### config.mk
export PLATFORM = sky130hd
export DESIGN_NAME = rv_iommu_regbus_arb
export DESIGN_NICKNAME = d
export VERILOG_FILES = /design/src/rtl/rv_iommu_regbus_arb.sv
export SDC_FILE = /design/constraint.sdc
export NUM_CORES = 1
export LEC_CHECK = 0
export ABC_CLOCK_PERIOD_IN_PS = 2450
export CORE_AREA = 2 2 123 125
export CTS_BUF_LIST = sky130_fd_sc_hd__clkbuf_2
export CTS_CLUSTER_SIZE = 14
export DETAILED_ROUTE_END_ITERATION = 10
export DIE_AREA = 0 0 125 127
export PLACE_DENSITY = 0.65
export SYNTH_ARGS = -nofsm -noshare
export SYNTH_HDL_FRONTEND = slang
export SYNTH_SLANG_ARGS = --single-unit
export TNS_END_PERCENT = 100
### constraint.sdc
create_clock -name clk_i -period 2.45 [get_ports clk_i]
set_clock_uncertainty 0.1 [all_clocks]
set_input_delay 0.3675 -clock clk_i [delete_from_list [all_inputs] [get_ports clk_i]]
set_output_delay 0.3675 -clock clk_i [all_outputs]
set_load 0.01 [all_outputs]
### src/rtl/rv_iommu_regbus_arb.sv
// Two-requester register-bus arbiter for the IOMMU register map.
// Round-robin grant, registered and held for the whole transaction.
// A hung access is closed with an error response after TIMEOUT_CYCLES.

package rv_iommu_regbus_arb_pkg;

    typedef struct packed {
        logic [31:0] addr;
        logic        write;
        logic [31:0] wdata;
        logic [3:0]  wstrb;
        logic        valid;
    } reg_req_t;

    typedef struct packed {
        logic [31:0] rdata;
        logic        error;
        logic        ready;
    } reg_rsp_t;

endpackage

module rv_iommu_regbus_arb #(
    parameter type         reg_req_t      = rv_iommu_regbus_arb_pkg::reg_req_t,
    parameter type         reg_rsp_t      = rv_iommu_regbus_arb_pkg::reg_rsp_t,
    parameter int unsigned TIMEOUT_CYCLES = 255,
    localparam int unsigned CNT_WIDTH     = $clog2(TIMEOUT_CYCLES + 1)
) (
    input  logic     clk_i,
    input  logic     rst_ni,
    input  reg_req_t in0_req_i,
    output reg_rsp_t in0_rsp_o,
    input  reg_req_t in1_req_i,
    output reg_rsp_t in1_rsp_o,
    output reg_req_t regmap_req_o,
    input  reg_rsp_t regmap_resp_i
);

    typedef enum logic {IDLE = 1'b0, BUSY = 1'b1} state_e;

    // cnt counts BUSY cycles without ready; this value marks the last one
    localparam logic [CNT_WIDTH-1:0] TMO_LAST = CNT_WIDTH'(TIMEOUT_CYCLES - 1);

    state_e               state;
    logic                 gnt;
    logic                 prio;
    logic [CNT_WIDTH-1:0] cnt;

    reg_req_t sel_req;
    reg_rsp_t sel_rsp;
    logic     tmo_hit;

    // Route the granted request to the regmap and its answer back to the owner
    always_comb begin
        regmap_req_o = '0;
        in0_rsp_o    = '0;
        in1_rsp_o    = '0;
        sel_rsp      = '0;
        sel_req      = gnt ? in1_req_i : in0_req_i;
        tmo_hit      = (cnt == TMO_LAST);
        if (state == BUSY) begin
            regmap_req_o = sel_req;
            // A dropped valid is a protocol violation: no response at all
            if (sel_req.valid) begin
                if (regmap_resp_i.ready) begin
                    // ready wins over a coincident timeout
                    sel_rsp = regmap_resp_i;
                end else if (tmo_hit) begin
                    sel_rsp.ready      = 1'b1;
                    sel_rsp.error      = 1'b1;
                    regmap_req_o.valid = 1'b0;
                end
            end
        end
        if (gnt) in1_rsp_o = sel_rsp;
        else     in0_rsp_o = sel_rsp;
    end

    // Arbitration FSM: grant on entry to BUSY, release on completion/timeout/abort
    always_ff @(posedge clk_i or negedge rst_ni) begin
        if (!rst_ni) begin
            state <= IDLE;
            gnt   <= 1'b0;
            prio  <= 1'b0;
            cnt   <= '0;
        end else begin
            case (state)
                IDLE: begin
                    if (in0_req_i.valid || in1_req_i.valid) begin
                        gnt   <= (in0_req_i.valid && in1_req_i.valid) ? prio : in1_req_i.valid;
                        cnt   <= '0;
                        state <= BUSY;
                    end
                end
                BUSY: begin
                    if (!sel_req.valid) begin
                        state <= IDLE;
                    end else if (regmap_resp_i.ready || tmo_hit) begin
                        prio  <= ~gnt;
                        state <= IDLE;
                    end else begin
                        cnt <= cnt + 1'b1;
                    end
                end
                default: state <= IDLE;
            endcase
        end
    end

endmodule

======== Word-level counts from Yosys, hierarchy flattened ========
Index checks and enable logic that the tools add are counted.
cells by class
  add/subtract/negate cells ............... 1
  equality and inequality tests ........... 4
  mux-type cells .......................... 21
  bitwise logic cells ..................... 2
  reduce and logical (&&, ||, !) cells .... 6
operators by type and width
  operator             number
  $mux 70              2
  $mux 34              4
  $mux 32              1
  $mux 8               3
  $pmux 8 s2           1
  $add 8x1->8 const B  1
  $eq 8x8->1 const B   1
  $mux 1               7
  $reduce_and 3->1     2
  $mux 2               2
  $ne 2x2->1 const B   2
  $logic_or 1x1->1     2
  $ne 2x1->1 const B   1
  $not 1->1            2
  $pmux 1 s2           1
  $reduce_and 2->1     1
  $logic_and 1x1->1    1
word-level totals
  flip-flop bits (word level) ............. 11
  bits of input ports ..................... 176
  output and inout bits ................... 138
  word-level logic and storage cells ...... 38

======== Depth between registers and ports, before layout ========
  word-level depth ........................ 6
  depth in mapped cells ................... 6
  depth with buffers taken out ............ 6

======== Worst setup path before layout ========
OpenSTA, ideal clock, no wires.
  path kind ............................... reg-to-output
  start ................................... reg gnt
  end ..................................... out in0_rsp_o[10] in the netlist's numbering
  arrival time ............................ 1.457 ns
  required time ........................... 1.982 ns
  slack ................................... 0.525 ns
  cell stages (with the launch flop) ...... 7
  path buffers ............................ 2
  cells stage by stage .................... dfrtp_1 mux2_4 and2_1 buf_6 and3_4 buf_6 and2_1
RTL lines
  item                    line  source
  start, declared         45    logic gnt;
  start signal, assigned  90    gnt <= (in0_req_i.valid && in1_req_i.valid) ? prio : in1_req_i.valid;
  end, declared           32    output reg_rsp_t in0_rsp_o,

==> run_results.csv <==
group,metric,value,unit
synth,synth-seq-cells,11,
synth,ys_types,36,
floorplanning,io-pin-count,314,
min_path,hp-class,"primary input to async pin",
layout,syn_to_final_growth,156.9,%
status,status,"finished clean",
setup_path,cp.depth,7,
setup_path,crit_fanout,5,
floorplanning,fp.coreArea,14420,sq um
layout,utilization,39.61,%
setup_path,r2r-start,"state",
timing,worst_slew_pin_slew,0.5238,ns
setup_path,endpoint,"in0_rsp_o[16]",
timing,setup_viol,0,
cts,htree_num_levels,1,
run,drv_cap,0,
placement,io_buffers,313,
synth,async_flop_share,100.0,%
placement,dp_slack,-0.3994,ns
timing,hold_viol_final,0,
setup_path,crit_buf_inv,3,
route,first_iter_violations,49,
cts,clock_latency,0.27,ns
route,wl_met1,5009,um
timing,rsz0062_at_grt,"yes",
setup_path,crit_chain,"mux2_4 -> and2_4 -> buf_6 -> and3_4 -> buf_4 -> and2_1 -> buf_2",
timing,period_share,99.69,%
synth,yosys.area.top_type,"mux2i_1",
grt,grt_usage,15.68,%
setup_path,required,1.98,ns
layout,fin_cells,826,
synth,ys_seq_area_share,12.38,%
power,pwr-share-clk,3.0,%
floorplanning,die_x,125,um
setup_path,r2r_slack,0.45,ns
synth,synth_top_cell_area_share,31.96,%
power,power.internal,1.981,mW
setup_path,setup.worst_path.start,"gnt",
placement,dp_cells,794,
layout,drive_gt1_share,15.89,%
power,leakagePower,2.921,nW
setup_path,critPathMaxStageDelay,0.50,ns
setup_path,crit_path_start_kind,"register",
cts,path_clk_slew,0.12,ns
grt,grt_pass1_vias,3618,
setup_path,crit_arrival,1.97,ns
floorplanning,start_util,15.41,%
power,seqPwrFrac,8.9,%
cts,cts_tree,"yes",
timing,hold_slack,0.3152,ns
grt,grt_antenna_before_repair,0,
cts,clockBufferDepth,2,
power,power_density,634.8,nW/um^2
route,drt-wirelength-per-cell,16.38,um
route,drc,0,
layout,diodes,0,
grt,grt_pass1_wl,19780,um
synth,synth_area,2223,sq um
synth,synth.most_common_cell,"nor2_1",
synth,synth_cells,304,
route,drtAntennaViolNets,0,
placement,gp_congestion,0.8865,
setup_path,cp_slowest_cell,"dfrtp_4",
route,wl_met2,7226,um
layout,fin_area,5713,sq um
route,viasPerCell,4.310,
floorplanning,rows,44,
setup_path,rr_worst_depth,6,
synth,synth_edf_count,0,
grt,grt_max_degree,54,
timing,finalCriticalPeriod,2.442,ns
synth,avgSynthCellArea,7.314,sq um
placement,dp_hpwl,10380,um
floorplanning,die-area,15880,sq um
power,finalPower,3.627,mW
layout,finish.net_count,821,
timing,fmax,0.4094,GHz
setup_path,worstSetupPathType,"register to primary output",
cts,clock-root-buffer,"clkbuf_2",
cts,cts_inserted_buffers,3,
setup_path,end_kind,"primary output",
route,highest_layer,"met4",
setup_path,cp_top_family,"flip-flops",
timing,setup_tns,0,ns
placement,placed_cell_area,5602,sq um
power,switching_share,45.37,%
power,combPwrFrac,88.1,%
power,vdd_drop_max,0.3207,mV
route,route.met3.wl,995,um
power,p_switching,1.646,mW
synth,syn_nets,482,
synth,yosys-top-cells-area,"mux2i_1 (32%), and2_1 (19%), nor2_1 (13%)",
floorplanning,die_h,127,um
route,dr.pass1.iters,4,
synth,yosysWarnings,0,
synth,ys.flop_type,"dfrtp_1",
timing,slew_violations,0,
setup_path,timing.rr.end,"cnt[6]",
cts,cts_hold_buf,0,
synth,synth_common_cells,"nor2_1 (75), mux2i_1 (71), and2_1 (66)",
route,vias,3560,
grt,globalRouteOverflowTotal,0,
timing,maxSlewHeadroom,64.95,%
route,routed_wl,13530,um
timing,fin_ws,0.007693,ns
cts,cts.sinks,11,
==> power by group through the flow <==
stage | registers (mW) | logic, mW | clock network, mW
floorplan | 0.294 | 1.53 | 0
finish | 0.323 | 3.19 | 0.109
global placement | 0.317 | 3.10 | 0
global route | 0.332 | 3.42 | 0.127
detailed placement | 0.322 | 3.13 | 0
CTS | 0.321 | 3.09 | 0.109
==> how the worst min path moves through the flow <==
stage / startpoint / endpoint / slack [ns] / depth (start not counted)
global placement: prio / prio / 0.40 / 2
global route: rst_ni / prio / 0.33 / 1
finish: rst_ni / prio / 0.32 / 1
CTS: rst_ni / prio / 0.34 / 1
floorplan: rst_ni / cnt[0] / -0.03 / 0
detailed placement: prio / prio / 0.41 / 2
==> layout make-up <==
class,instances,area (sq um)
inverter,5,18.77
sequential,11,279.0
clock buffer,4,20.02
timing repair buffer,352,3304
fill,1505,8711
tap,184,230.2
multi-input combinational,270,1861
==> registers in the layout, summed over array words and instances (netlist names) <==
| signal | flops |
|---|---|
| cnt | 8 |
| gnt | 1 |
| prio | 1 |
| state | 1 |
==> layer usage <==
| layer | up-vias | global-route usage, % |
|---|---|---|
| met2 | 234 | 31.59 |
| met5 | - | 0 |
| met1 | 1596 | 16.74 |
| met3 | 20 | 2.596 |
| met4 | 0 | 4.183 |
| li1 | 1710 | - |
==> worst register-to-register path, stage by stage, from the launching register on <==
cell      delay (ns)
dfrtp_1         0.44
buf_4           0.18
inv_2           0.14
buf_12          0.24
o21ai_0         0.22
a21boi_2        0.23
a221o_1         0.36
==> logic make-up after synthesis <==
| family | after synthesis | share of synthesized area, % |
|---|---|---|
| fa+ha+maj | 2 | 1.125 |
| simple gates | 172 | 39.39 |
| compound gates | 16 | 5.797 |
| buf+inv | 29 | 7.766 |
| flops | 11 | 12.38 |
| xor+xnor | 1 | 0.3940 |
| mux | 73 | 33.15 |
==> what timing repair did <==
item | 4_1_cts | 5_1_grt
cloned | 7 | 1
resized for setup | 219 | 58
setup endpoints to repair | 114 | 75
setup buffers | 13 | 7
pin swaps | 2 | 4
==> placed cells by master, fill, tap and decap left out, drive strengths merged, types with 2 or more instances in the layout <==
cell type / n
dlygate4sd2: 81
inv: 5
nand2: 8
nand4: 2
ha: 2
dlymetal6s2s: 5
mux2i: 71
dfrtp: 11
mux2: 2
buf: 58
o211ai: 2
a41oi: 2
clkbuf: 19
and3: 10
clkdlybuf4s50: 173
nor3: 2
nand2b: 2
nand3: 6
o21ai: 2
and2: 67
nor2: 75
a21oi: 3
nor4: 3
clkdlybuf4s15: 19
Power figures use the tool's default switching activity.
